**config.mk**
```make
export PLATFORM = sky130hd
export DESIGN_NAME = fifo_stream_reader
export DESIGN_NICKNAME = d
export VERILOG_FILES = /design/src/rtl/fifo_stream_reader.sv
export SDC_FILE = /design/constraint.sdc
export NUM_CORES = 1
export LEC_CHECK = 0
export CORE_MARGIN = 3
export CORE_UTILIZATION = 55
export CTS_CLUSTER_DIAMETER = 40
export CTS_CLUSTER_SIZE = 40
export DETAILED_ROUTE_END_ITERATION = 7
export PLACE_DENSITY = 0.82
export SETUP_SLACK_MARGIN = 0.15
export SKIP_LAST_GASP = 1
export SLEW_MARGIN = 20
export SYNTH_ARGS = -nofsm -noshare
export SYNTH_HDL_FRONTEND = slang
export SYNTH_SLANG_ARGS = --single-unit
export TNS_END_PERCENT = 1
```
**constraint.sdc**
```tcl
create_clock -name iClk -period 3.45 [get_ports iClk]
set_clock_uncertainty 0.2 [all_clocks]
set_input_delay 0.69 -clock iClk [delete_from_list [all_inputs] [get_ports iClk]]
set_output_delay 0.69 -clock iClk [all_outputs]
set_load 0.005 [all_outputs]
```
**src/rtl/fifo_stream_reader.sv**
```systemverilog
// Read-side burst controller: pops iLen words from a 1-cycle-latency FIFO and
// streams them out over valid/ready through a 3-entry skid buffer.
module fifo_stream_reader #(
  parameter int BITWIDTH = 8,
  parameter int LENWIDTH = 8
) (
  input  logic                iClk,
  input  logic                iRst,
  input  logic                iStart,
  input  logic [LENWIDTH-1:0] iLen,
  input  logic                iClr,
  output logic                oBusy,
  output logic                oDone,
  output logic                oFifoRd,
  input  logic                iFifoEmpty,
  input  logic [BITWIDTH-1:0] iFifoData,
  output logic                oValid,
  input  logic                iReady,
  output logic [BITWIDTH-1:0] oData,
  output logic [LENWIDTH-1:0] oCount
);

  typedef enum logic [1:0] {S_IDLE, S_RUN, S_DONE} state_t;

  state_t                      r_state, w_state_nxt;
  logic [LENWIDTH-1:0]         r_len, r_issued, r_count;
  logic                        r_inflight;
  logic [2:0][BITWIDTH-1:0]    r_buf;
  logic [1:0]                  r_rd_ptr, r_wr_ptr, r_occ;
  logic                        w_room, w_pop, w_valid, w_hs, w_last;

  function automatic logic [1:0] f_inc(input logic [1:0] p);
    return (p == 2'd2) ? 2'd0 : p + 2'd1;
  endfunction

  // Pop only depends on registered state and the FIFO flag, never on iReady.
  always_comb begin
    w_room  = ({1'b0, r_occ} + {2'b00, r_inflight}) < 3'd3;
    w_pop   = (r_state == S_RUN) && !iFifoEmpty && (r_issued < r_len) && w_room;
    w_valid = (r_occ != 2'd0);
    w_hs    = w_valid && iReady;
    w_last  = w_hs && ((r_count + LENWIDTH'(1)) == r_len);
  end

  always_comb begin
    w_state_nxt = r_state;
    case (r_state)
      S_IDLE:  if (iStart) w_state_nxt = (iLen == '0) ? S_DONE : S_RUN;
      S_RUN:   if (w_last) w_state_nxt = S_DONE;
      S_DONE:  w_state_nxt = S_IDLE;
      default: w_state_nxt = S_IDLE;
    endcase
    if (iClr) w_state_nxt = S_IDLE;
  end

  always_ff @(posedge iClk) begin
    if (iRst) begin
      r_state    <= S_IDLE;
      r_len      <= '0;
      r_issued   <= '0;
      r_count    <= '0;
      r_inflight <= 1'b0;
      r_rd_ptr   <= '0;
      r_wr_ptr   <= '0;
      r_occ      <= '0;
      r_buf      <= '0;
    end else begin
      r_state <= w_state_nxt;
      if (iClr) begin
        // Dropping the in-flight flag discards the word still on its way.
        r_issued   <= '0;
        r_count    <= '0;
        r_inflight <= 1'b0;
        r_rd_ptr   <= '0;
        r_wr_ptr   <= '0;
        r_occ      <= '0;
      end else begin
        r_inflight <= w_pop;
        if (r_state == S_IDLE && iStart) begin
          r_len    <= iLen;
          r_issued <= '0;
          r_count  <= '0;
        end else begin
          if (w_pop) r_issued <= r_issued + LENWIDTH'(1);
          if (w_hs && r_count != r_len) r_count <= r_count + LENWIDTH'(1);
        end
        if (r_inflight) begin
          r_buf[r_wr_ptr] <= iFifoData;
          r_wr_ptr        <= f_inc(r_wr_ptr);
        end
        if (w_hs) r_rd_ptr <= f_inc(r_rd_ptr);
        case ({r_inflight, w_hs})
          2'b10:   r_occ <= r_occ + 2'd1;
          2'b01:   r_occ <= r_occ - 2'd1;
          default: r_occ <= r_occ;
        endcase
      end
    end
  end

  assign oBusy   = (r_state == S_RUN);
  assign oDone   = (r_state == S_DONE);
  assign oFifoRd = w_pop;
  assign oValid  = w_valid;
  assign oData   = w_valid ? r_buf[r_rd_ptr] : '0;
  assign oCount  = r_count;

endmodule

```
==> results of run 1 <==
final cells by class:
cell class | count | area, um2 | share of cell area (%)
clock buffer | 12 | 155.1 | 4.345
clock inverter | 4 | 51.30 | 1.437
inverter | 13 | 48.80 | 1.367
multi-input combinational | 279 | 1634 | 45.76
sequential | 57 | 1142 | 31.99
tap | 67 | 83.83 | 2.348
timing repair buffer | 47 | 455.4 | 12.75
path summary, 6_finish.rpt:
path              cells past startpoint                        to                   from
setup / recovery                      7                   oFifoRd  r_len[1]$_SDFFE_PP0P_
hold / removal                        2     r_buf[2]$_SDFFE_PP0P_  r_buf[2]$_SDFFE_PP0P_
setup reg to reg                      8  r_issued[5]$_SDFFE_PP0P_  r_len[1]$_SDFFE_PP0P_
hold reg to reg                       2     r_buf[2]$_SDFFE_PP0P_  r_buf[2]$_SDFFE_PP0P_
logic make-up after synthesis:
logic type | after synthesis
xor gates and xnor gates | 21
buffers and inverters | 29
AOI/OAI and AO/OA | 66
and+or+nand+nor | 162
muxes | 18
DFF | 57
adders and majority gates | 12
registers in the layout (all words and copies together) (netlist names):
signal      flops
r_wr_ptr        2
r_issued        8
r_state         2
oCount          8
r_rd_ptr        2
r_len           8
r_occ           2
r_inflight      1
r_buf          24
power by group through the flow:
stage / Combinational, W / Sequential, W / Clock, W
after global placement: 0.0000861 / 0.000684 / 0
after detailed placement: 0.0000879 / 0.000684 / 0
after global routing: 0.0000969 / 0.000670 / 0.000686
after floorplan: 0.0000446 / 0.000683 / 0
after CTS: 0.0000887 / 0.000669 / 0.000653
final: 0.0000897 / 0.000670 / 0.000640
critical path, stage by stage, from the launching register on:
cell and delay [ps]:
dfxtp_2 370, inv_1 50, ha_1 280, a21o_1 180, a2111oi_2 380, o31ai_2 120, inv_1 90, clkdlybuf4s50_1 500
layer usage:
| layer | vias up | share of wire (%) | routed length, um |
|---|---|---|---|
| met5 | - | 0 | 0 |
| met4 | 0 | 1.4 | 96 |
| met3 | 9 | 4.6 | 313 |
| met2 | 48 | 49 | 3280 |
| met1 | 1199 | 45 | 3065 |
| li1 | 1321 | - | - |
stage by stage:
stage	setup WS, ps	instance area [um2]
detailed placement	387.9	3358
floorplan	1094	2880
global route	96.27	3571
CTS	162.8	3565
finish	258.6	3571
global placement	386.1	3358
layout by cell type, fill, tap and decap left out, drive strengths merged, types with 5 or more instances in the layout:
cell           instances
a21oi                 45
nor4                   5
dfxtp                 57
or3                    6
buf                    6
mux2i                 18
nor2                  52
ha                    12
xnor2                 16
o21ai                  7
nand2                 65
nor2b                  5
clkdlybuf4s50         41
nand3                  7
inv                   13
xor2                   5
clkbuf                12
timing repair:
action | CTS | global route
hold endpoints to repair | 0 | 0
gates resized for setup | 0 | 2
setup endpoints to repair | 0 | 6
==> impl_metrics.tcl, run 1 <==
set metrics [dict create \
    synthTopCellsByArea "dfxtp_1 (40%), nand2_1 (8.5%), a21oi_1 (7.8%)" \
    ant_nets 0 \
    synth_common_cells "nand2_1 (65), dfxtp_1 (57), nor2_1 (52)" \
    antenna_found_initial 0 \
    post-route-util_pct 73.18 \
    portBuffers 41 \
    p_int_w 0.001080 \
    detail_route.vias_per_cell 5.380 \
    ys_seq_area_share_pct 39.62 \
    period_share_pct 92.50 \
    maxSlewViolCount 0 \
    clk_latency_ps 340 \
    final_cells 479 \
    use_met3_pct 8.257 \
    rsz0062_at_grt "yes" \
    clk_pin_slew_ps 70 \
    muxShareOfSynthArea_pct 6.255 \
    power_w 0.001399 \
    ys_types 37 \
    yosysTopAreaCell "dfxtp_1" \
    grt_pass1_wl_um 11340 \
    max_freq_mhz 313.3 \
    cts_sinks 57 \
    slew_headroom_pct 55.99 \
    hold_viol_final 0 \
    fin_setup_tns_ps 0 \
    grtUsageMet1_pct 28.77 \
    cap_violations 0 \
    dieArea_um2 6141 \
    root_buffer "clkbuf_8" \
    async_flop_share_pct 0 \
    wl_per_cell_um 14.10 \
    tritoncts.num_buffers 9 \
    max_slew.worst_pin.slew_ps 657.7 \
    synth-seq-cells 57 \
    hpwl_um 4873 \
    p_leak_nw 1.238 \
    gp_congestion 0.8689 \
    seq_power_share_pct 47.9 \
    ir_worst_vdd_uv 339.5 \
    met2_usage_pct 38.44 \
    synthXorXnorAreaFrac_pct 6.386 \
    ys.flop_type "dfxtp_1" \
    synthesis.nets 399 \
    cts_tree "built" \
    synth_top_family_by_area "simple AND/OR/NAND/NOR gates" \
    dp.cells 463 \
    regToRegSetupSlack_ps 960 \
    synth.top_cell.area_share_pct 39.62 \
    power.density_nw_per_um2 391.9 \
    num_rows 25 \
    cp-start-kind "register" \
    drc_errors 0 \
    avgSynthCellArea_um2 7.891 \
    routed_wl_um 6756 \
    pwr-share-comb_pct 6.4 \
    yosysMostFrequentCell "nand2_1" \
    grt_overflow 0 \
    busiest_layer "met2" \
    hold_ws_ps 256.9 \
    vias 2577 \
    grt_usage_pct 23.62 \
    clkPwrFrac_pct 45.7 \
    period_minus_slack_ps 3191 \
    netlist_area_um2 2880 \
    htree_levels 3 \
    grt_max_degree 33 \
    die_y_um 78.37 \
    min_path_type "reg -> reg" \
    switching_share_pct 22.85 \
    diodes 0 \
    area.growth.synth_to_final_pct 23.98 \
    io_pins 42 \
    outcome "finished, final reports clean" \
    postCtsSetupRepairBufs 0 \
    final_nets 441 \
    setup_violations 0 \
    clock_path_buffers 2 \
    drive_above_1_share_pct 6.796 \
    synth_edf_count 0 \
    num-fill-cells 430 \
    power.switching_w 0.0003198 \
    critPathCaptureType "primary output" \
    core-area_um2 4880 \
    critPathKind "reg -> out" \
    cp_max_fo 4 \
    yosysWarningCount 0 \
    postSynthCellCount 365 \
    cts_hold_buf 0 \
    synthSimpleGateAreaFrac_pct 25.02 \
    drt_iter0_markers 139 \
    synth_compound_area_share_pct 13.68 \
    synth_fa_ha_area_share_pct 5.213 \
    crit_required_ps 2560 \
    initial_core_util_pct 59.03 \
    die_w_um 78.37 \
    dr.pass1.iters 4 \
    grt_pass1_vias 2501 \
    critPathArrivalTime_ps 2300 \
]
No activity file was read; power rests on OpenSTA's default activity.
==> inputs of run 2 (changes only) <==
--- a/config.mk
+++ b/config.mk
@@ -11,6 +11,7 @@
 export CTS_CLUSTER_SIZE = 40
 export DETAILED_ROUTE_END_ITERATION = 7
 export PLACE_DENSITY = 0.82
+export RECOVER_POWER = 25
 export SETUP_SLACK_MARGIN = 0.15
 export SKIP_LAST_GASP = 1
 export SLEW_MARGIN = 20
==> run 2 against run 1 <==
Combinational power about the same. Worst setup slack got worse by 1.3 ps. Largest cell class unchanged. Critical path type unchanged. Via count shrank 0.12%. Highest routed layer unchanged.
==> impl_metrics.tcl, run 2 (synthesis gave the netlist of run 1 again) <==
set metrics [dict create \
    outcome "finished, final reports clean" \
    pre_cts_ws_ps 387.9 \
    routed_wl_um 6749 \
    hold_ws_ps 256.9 \
    ir_worst_vdd_uv 339.3 \
    critPathMostFrequentCell "inv_1" \
    cts_tree "built" \
    crit_buf_inv 3 \
    reg2reg_from "r_len[1]$_SDFFE_PP0P_" \
    post_cts_resize_count 0 \
    grt_overflow 0 \
    period_minus_slack_ps 3193 \
    crit_family "compound AO/OA/AOI/OAI gates" \
    htree_levels 3 \
    area.growth.synth_to_final_pct 23.85 \
    critPathArrivalTime_ps 2300 \
    rsz0062_at_grt "yes" \
    finalInstanceArea_um2 3567 \
    portBuffers 41 \
    ant_nets 0 \
    layout_common_cells "nand2_1 (65), dfxtp_1 (56), nor2_1 (52)" \
    period_share_pct 92.54 \
    grt_max_degree 33 \
    cts_sinks 57 \
    min_path_type "reg -> reg" \
    max_freq_mhz 313.2 \
    postCtsSetupRepairBufs 0 \
    wl_per_cell_um 14.09 \
    clk_latency_ps 340 \
    cp_max_fo 4 \
    hold_viol_final 0 \
    grt_pass1_wl_um 11340 \
    slowest_delay_ps 500 \
    initial_core_util_pct 59.03 \
    critPathKind "reg -> out" \
    crit_required_ps 2560 \
    num-fill-cells 429 \
    slew_headroom_pct 56.01 \
    critPathCaptureType "primary output" \
    clk_pin_slew_ps 70 \
    cap_violations 0 \
    drive_above_1_share_pct 6.553 \
    root_buffer "clkbuf_8" \
    crit_slowest_cell "clkdlybuf4s50_1" \
    holdCritStartpoint "r_buf[2]$_SDFFE_PP0P_" \
    hold_path_depth 2 \
    r2r_end "r_issued[5]$_SDFFE_PP0P_" \
    antenna_found_initial 0 \
    max_slew.worst_pin.slew_ps 657.4 \
    num_rows 25 \
    largest_register_ff_count 24 \
    setup_violations 0 \
    place_area_um2 3358 \
    detail_route.vias_per_cell 5.374 \
    regMostFlops "r_buf" \
    die_w_um 78.37 \
    cts_hold_buf 0 \
    final_common_cell "nand2_1" \
    final_nets 441 \
    hpwl_um 4873 \
    grt_usage_pct 23.62 \
    drc_errors 0 \
    dieArea_um2 6141 \
    drt_iter0_markers 151 \
    hold_path_end "r_buf[2]$_SDFFE_PP0P_" \
    cp-start-kind "register" \
    fin_setup_tns_ps 0 \
    core-area_um2 4880 \
    tritoncts.num_buffers 9 \
    gp_congestion 0.8689 \
    worstPathCellList "inv_1 > ha_1 > a21o_1 > a2111oi_2 > o31ai_2 > inv_1 > clkdlybuf4s50_1" \
    r2r_cells 8 \
    vias 2574 \
    grt_pass1_vias 2501 \
    power.density_nw_per_um2 392.1 \
    die_y_um 78.37 \
    maxSlewViolCount 0 \
    p_leak_nw 1.234 \
    io_pins 42 \
    regToRegSetupSlack_ps 950 \
    diodes 0 \
    dr.pass1.iters 4 \
    clock_path_buffers 2 \
    setup_ws_ps 257.3 \
]
[run 2: changes by cell type in the layout (fill, tap and decap cells not counted)]
cell             delta
buf_4               -1
clkdlybuf4s50_1     -1
clkbuf_1            +1
dlygate4sd3_1       +1
[run 2: worst register-to-register path, delay by kind of cell, from the launching register on]
kind	cells	cell delay, ps
flip-flops	1	370
AND/OR/NAND/NOR	1	510
AO/OA/AOI/OAI	4	850
buffers and inverters	2	240
adder cells (fa/ha/maj)	1	280
[run 2: cell type report]
| type | instances | area [um2] | share of cell area (%) |
|---|---|---|---|
| clock inverters | 4 | 51.30 | 1.438 |
| flip-flops and latches | 57 | 1142 | 32.02 |
| inverters | 13 | 48.80 | 1.368 |
| repair buffers | 47 | 451.7 | 12.66 |
| multi-input cells | 279 | 1634 | 45.81 |
| clock buffers | 12 | 155.1 | 4.349 |
| well taps | 67 | 83.83 | 2.350 |
[run 2: how the worst max path moves through the flow]
stage	startpoint	endpoint	slack, ps	depth (start not counted)
CTS	r_len[1]$_SDFFE_PP0P_	oFifoRd	160	7
detailed placement	iFifoEmpty	oFifoRd	390	5
global route	r_rd_ptr[1]$_SDFFE_PP0P_	oData[0]	100	4
floorplan	r_len[1]$_SDFFE_PP0P_	oFifoRd	1090	6
global placement	iFifoEmpty	oFifoRd	390	5
finish	r_len[1]$_SDFFE_PP0P_	oFifoRd	260	7
[run 2: per-stage QoR]
stage | utilization (%) | std cells | total power (W)
after floorplan | - | 365 | 0.0007274
after global placement | 68.82 | 463 | 0.0007700
after detailed placement | 68.82 | 463 | 0.0007721
after CTS | 73.05 | 479 | 0.001411
after global routing | 73.10 | 479 | 0.001453
final | 73.10 | 479 | 0.001399
[run 2: power by group]
group,switching (W),internal (W),leakage [nW]
clock network,0.000267,0.000373,0.103
logic,0.0000464,0.0000430,0.671
registers,0.00000614,0.000664,0.460
total,0.000319,0.00108,1.23
[run 2: per-layer routing]
metal	routed length (um)	vias up	part of all wire (%)	GRT usage, %
li1	-	1321	-	-
met1	3078	1197	46	28.77
met5	0	-	0	0
met4	95	0	1.4	8.741
met2	3249	46	48	38.44
met3	326	10	4.8	8.257
==> inputs of run 3 (changes only) <==
--- a/config.mk
+++ b/config.mk
@@ -5,12 +5,14 @@
 export SDC_FILE = /design/constraint.sdc
 export NUM_CORES = 1
 export LEC_CHECK = 0
-export CORE_MARGIN = 3
+export CAP_MARGIN = 15
+export CORE_MARGIN = 1.5
 export CORE_UTILIZATION = 55
 export CTS_CLUSTER_DIAMETER = 40
 export CTS_CLUSTER_SIZE = 40
 export DETAILED_ROUTE_END_ITERATION = 7
-export PLACE_DENSITY = 0.82
+export DONT_BUFFER_PORTS = 1
+export PLACE_DENSITY = 0.71
 export RECOVER_POWER = 25
 export SETUP_SLACK_MARGIN = 0.15
 export SKIP_LAST_GASP = 1
==> run 3 against run 2 <==
First-iteration DRC count shrank 6.0%. Global-route usage fell by 0.29 points. Sequential cell count stayed put. Combinational power decreased by 45%. Cell area is 12% lower. Critical endpoint unchanged.
==> impl_metrics.tcl, run 3 (synthesis gave the netlist of run 1 again) <==
set metrics [dict create \
    dr.pass1.iters 4 \
    num-fill-cells 482 \
    detail_route.vias_per_cell 5.478 \
    cts_sinks 57 \
    area.growth.synth_to_final_pct 8.731 \
    grt_max_degree 34 \
    power_w 0.001334 \
    maxSlewViolCount 0 \
    critPathKind "reg -> out" \
    final_common_cell "nand2_1" \
    core-area_um2 5075 \
    gp_congestion 0.8611 \
    portBuffers 0 \
    cap_violations 0 \
    fin_setup_tns_ps 0 \
    io_pins 42 \
    tritoncts.num_buffers 9 \
    period_minus_slack_ps 3009 \
    dieArea_um2 5680 \
    ir_worst_vdd_uv 297.9 \
    initial_core_util_pct 56.76 \
    largest_register_ff_count 24 \
    layout_common_cells "nand2_1 (65), dfxtp_1 (57), nor2_1 (52)" \
    htree_levels 3 \
    outcome "finished, final reports clean" \
    hpwl_um 4437 \
    period_share_pct 87.23 \
    grt_pass1_wl_um 10050 \
    regArea_um2 1141 \
    drc_errors 0 \
    drt_iter0_markers 142 \
    grt_pass1_vias 2152 \
    regMostFlops "r_buf" \
    max_freq_mhz 332.3 \
    cp_max_fo 13 \
    critPathCaptureType "primary output" \
    routed_wl_um 6160 \
    crit_slowest_cell "a2111oi_2" \
    hold_ws_ps 225.3 \
    power.density_nw_per_um2 426.0 \
    critPathMostFrequentCell "inv_1" \
    multi_input_area_um2 1643 \
    grt_usage_pct 23.33 \
    rsz0062_at_grt "no" \
    slowest_delay_ps 470 \
    diodes 0 \
    wl_per_cell_um 14.10 \
    crit_required_ps 2560 \
    hold_viol_final 0 \
    critPathArrivalTime_ps 2120 \
    final_nets 396 \
    antenna_found_initial 0 \
    cp-start-kind "register" \
    clock_path_buffers 2 \
    die_w_um 75.37 \
    p_leak_nw 1.062 \
    clk_pin_slew_ps 70 \
    clk_latency_ps 320 \
    slew_headroom_pct 54.09 \
    drive_above_1_share_pct 6.267 \
    pre_cts_ws_ps 344.9 \
    cts_hold_buf 0 \
    setup_violations 0 \
    post-route-util_pct 61.71 \
    setup_ws_ps 440.5 \
    cts_tree "built" \
    num_rows 26 \
    postCtsSetupRepairBufs 0 \
    grt_overflow 0 \
    min_path_type "in -> reg" \
    ant_nets 0 \
    die_y_um 75.37 \
    vias 2394 \
    root_buffer "clkbuf_8" \
    worstPathCellList "inv_1 > ha_1 > a21o_1 > a2111oi_2 > o31ai_4 > inv_1" \
    max_slew.worst_pin.slew_ps 688.7 \
]
## run 3: cell type report
type	count	area share (%)
clock inverter	5	1.758
clock buffer	11	4.515
inverter	13	1.558
sequential	57	36.44
timing repair buffer	2	0.4794
tap	70	2.797
multi-input combinational	279	52.46
## run 3: worst max-delay path: cells and delay by family, from the launching register on
family / cells / cell delay [ps]
adders and majority gates: 1 / 290
DFF: 1 / 440
AOI/OAI and AO/OA: 3 / 800
buffers and inverters: 2 / 270
## run 3: timing repair
action	CTS	global route
setup endpoints to repair	1	1
resized for setup	1	1
gates cloned	0	0
## run 3: worst paths after layout
check / startpoint / to / slack (ps) / depth (start not counted)
worst min-delay path: iRst / r_buf[7]$_SDFFE_PP0P_ / 230 / 1
worst min register to register: r_buf[4]$_SDFFE_PP0P_ / r_buf[4]$_SDFFE_PP0P_ / 250 / 2
worst max-delay path: r_len[1]$_SDFFE_PP0P_ / oFifoRd / 440 / 6
worst max register to register: r_len[1]$_SDFFE_PP0P_ / r_issued[7]$_SDFFE_PP0P_ / 910 / 7
## run 3: stage by stage
step,area (um2),std cells
5_1_grt,3132,437
4_1_cts,3123,437
6_report,3132,437
3_5_place_dp,2922,421
2_1_floorplan,2880,365
3_3_place_gp,2922,421
## run 3: per-layer routing
layer	global-route usage [%]	vias to the layer above	part of all wire, %
met1	33.28	1110	49
met5	0	-	0
li1	-	1226	-
met3	5.820	8	5.6
met4	9.127	0	1.1
met2	33.92	50	44
## run 3: where the power goes
part | internal (W) | switching (W)
clock | 0.000351 | 0.000264
sequential | 0.000663 | 0.00000646
combinational | 0.0000189 | 0.0000306
==> RTL edit, RTL diff (settings of run 3) <==
Encoding of `state_t`: now one-hot (3 bits for 3 states).
--- a/src/rtl/fifo_stream_reader.sv
+++ b/src/rtl/fifo_stream_reader.sv
@@ -20,7 +20,7 @@
   output logic [LENWIDTH-1:0] oCount
 );
 
-  typedef enum logic [1:0] {S_IDLE, S_RUN, S_DONE} state_t;
+  typedef enum logic [2:0] {S_IDLE = 3'b001, S_RUN = 3'b010, S_DONE = 3'b100} state_t;
 
   state_t                      r_state, w_state_nxt;
   logic [LENWIDTH-1:0]         r_len, r_issued, r_count;
Behaviour: same outputs for any inputs over 4 cycles, from zero or initial values and one cycle with iRst high; so few cycles prove little.
==> RTL edit against run 3 <==
- design area grew 1.4%
- hold slack got worse by 0.012 ns
- non-clock buffer count is 1 lower
- sequential power rose by 2%
- count of clock-buffer cells in the layout rose by 1
- critical path depth down 3
- sequential cell count up 1
- total power increased by 3.1%
- synthesized area up 2.9%
- worst setup slack gained 0.082 ns
- die area is 2.8% higher
- routed wire length up 1.1%
- register-to-register slack improved by 0.15 ns
- critical path type unchanged
==> RTL edit: results (changes against run 3) <==
[cts]
clk_latency_ns = 0.34  ; +0.02 ns
clock-root-buffer = clkbuf_8
cts_resized = 0  ; -1
cts_buffers = 9  ; unchanged
cts_htree_levels = 3  ; unchanged

[finish]
drive_gt1_frac = 0.0588  ; -0.00385
largest_reg_flops = 24  ; unchanged
largest-register = r_buf
antennaDiodeCount = 0  ; unchanged

[timing]
hold_viol_final = 0  ; unchanged
worst_pin_slew_ns = 0.894  ; +0.205 ns
hold_slack_ns = 0.214  ; -0.0116 ns
fin_ws_ns = 0.522  ; +0.0819 ns

[worst_setup_path]
ff2ff_setup_slack_ns = 1.06  ; +0.15 ns
r2r_end = r_state[1]
worstReg2RegStart = oCount[0]
crit_path_top_delay_cell = nor3b_1
cp_max_fo = 11  ; -2
endpoint = oFifoRd
worstSetupStartpoint = r_state[1]
slowest_delay_ns = 0.62  ; +0.15 ns
r2r_cells = 7  ; unchanged
cp_num_buf_inv = 0  ; -2
cp.arrival_ns = 2.04  ; -0.08 ns

[logic_synthesis]
ys_types = 49  ; +32%
synthArstFlopShare = 0  ; unchanged
synth_commonest_cells = dfxtp_1, nor2_1, nand2_1
synth_nets = 390  ; -2.3%
yosys-top-cells-area = dfxtp_1, mux2i_1, nor2_1
synth_edf_count = 0  ; unchanged
ys_seq_area_frac = 0.392  ; -0.00445

[power_and_ir_drop]
power_clock_mw = 0.644  ; +4.7%
powerComb_mw = 0.0499  ; +0.8%
irDropWorstVdd_uv = 388  ; +30%
p_leak_nw = 1.12  ; +5.9%
swShare = 0.223  ; -0.00316

[placed_design]
place_area_mm2 = 0.00298  ; +2.0%
place_ws_ns = 0.913  ; +0.568 ns
portBuffers = 0  ; unchanged
gp_congestion = 0.796  ; -7.6%
dp_hpwl_mm = 4.37  ; -1.5%

[detailed_routing]
wl_met2_mm = 2.64  ; -3.3%
drtIter0Drc = 122  ; -14%
drt_wl_total_mm = 6.23  ; +1.1%
num_vias = 2324  ; -2.9%
wl_met1_mm = 3.09  ; +2.4%
dr.pass1.iters = 4  ; unchanged
wl_met3_um = 423  ; +23%

[global_route]
gr-usage-met3 = 0.0838  ; +0.0256
grt_pass1_wl_mm = 10.5  ; +4.7%
grt_pass1_vias = 2158  ; +0.28%
met2_usage = 0.321  ; -0.0186
grt_usage = 0.230  ; -0.00305
antenna_found_initial = 0  ; unchanged
use_met1 = 0.323  ; -0.0102
grt_start_max_net_pins = 35  ; +2.9%

[hold_path]
min_to = r_buf[15]
holdPathStages = 1  ; unchanged

[run_status]
status = finished clean

RTL edit: changes by cell type after synthesis, moves of 4 or more:
cell,change
mux2i_1,+13
o31ai_1,-4
nand4_1,+5
a21oi_1,-13
xor2_1,+7
xnor2_1,-4
clkbuf_1,-6
nand2_1,-13
nor2_1,+4
RTL edit: stage by stage:
step	instances	power, mW
after floorplan	356	0.744
after global placement	411	0.746
after detailed placement	411	0.747
after CTS	427	1.39
after global routing	427	1.43
final	427	1.38
RTL edit: area by class of cell:
| type | instances | area (um2) |
|---|---|---|
| clock buffer | 12 | 155 |
| clock inverter | 4 | 50.0 |
| fill | 477 | 1960 |
| inverter | 12 | 45.0 |
| multi-input combinational | 270 | 1670 |
| sequential | 58 | 1160 |
| tap | 70 | 87.6 |
| timing repair buffer | 1 | 3.75 |
RTL edit: logic make-up after synthesis:
group	count (synthesis)	share of synthesized area
simple gates	150	0.233
fa+ha+maj	12	0.0507
mux	31	0.105
compound gates	53	0.108
flops	58	0.392
buf+inv	28	0.0418
xor+xnor	24	0.0709
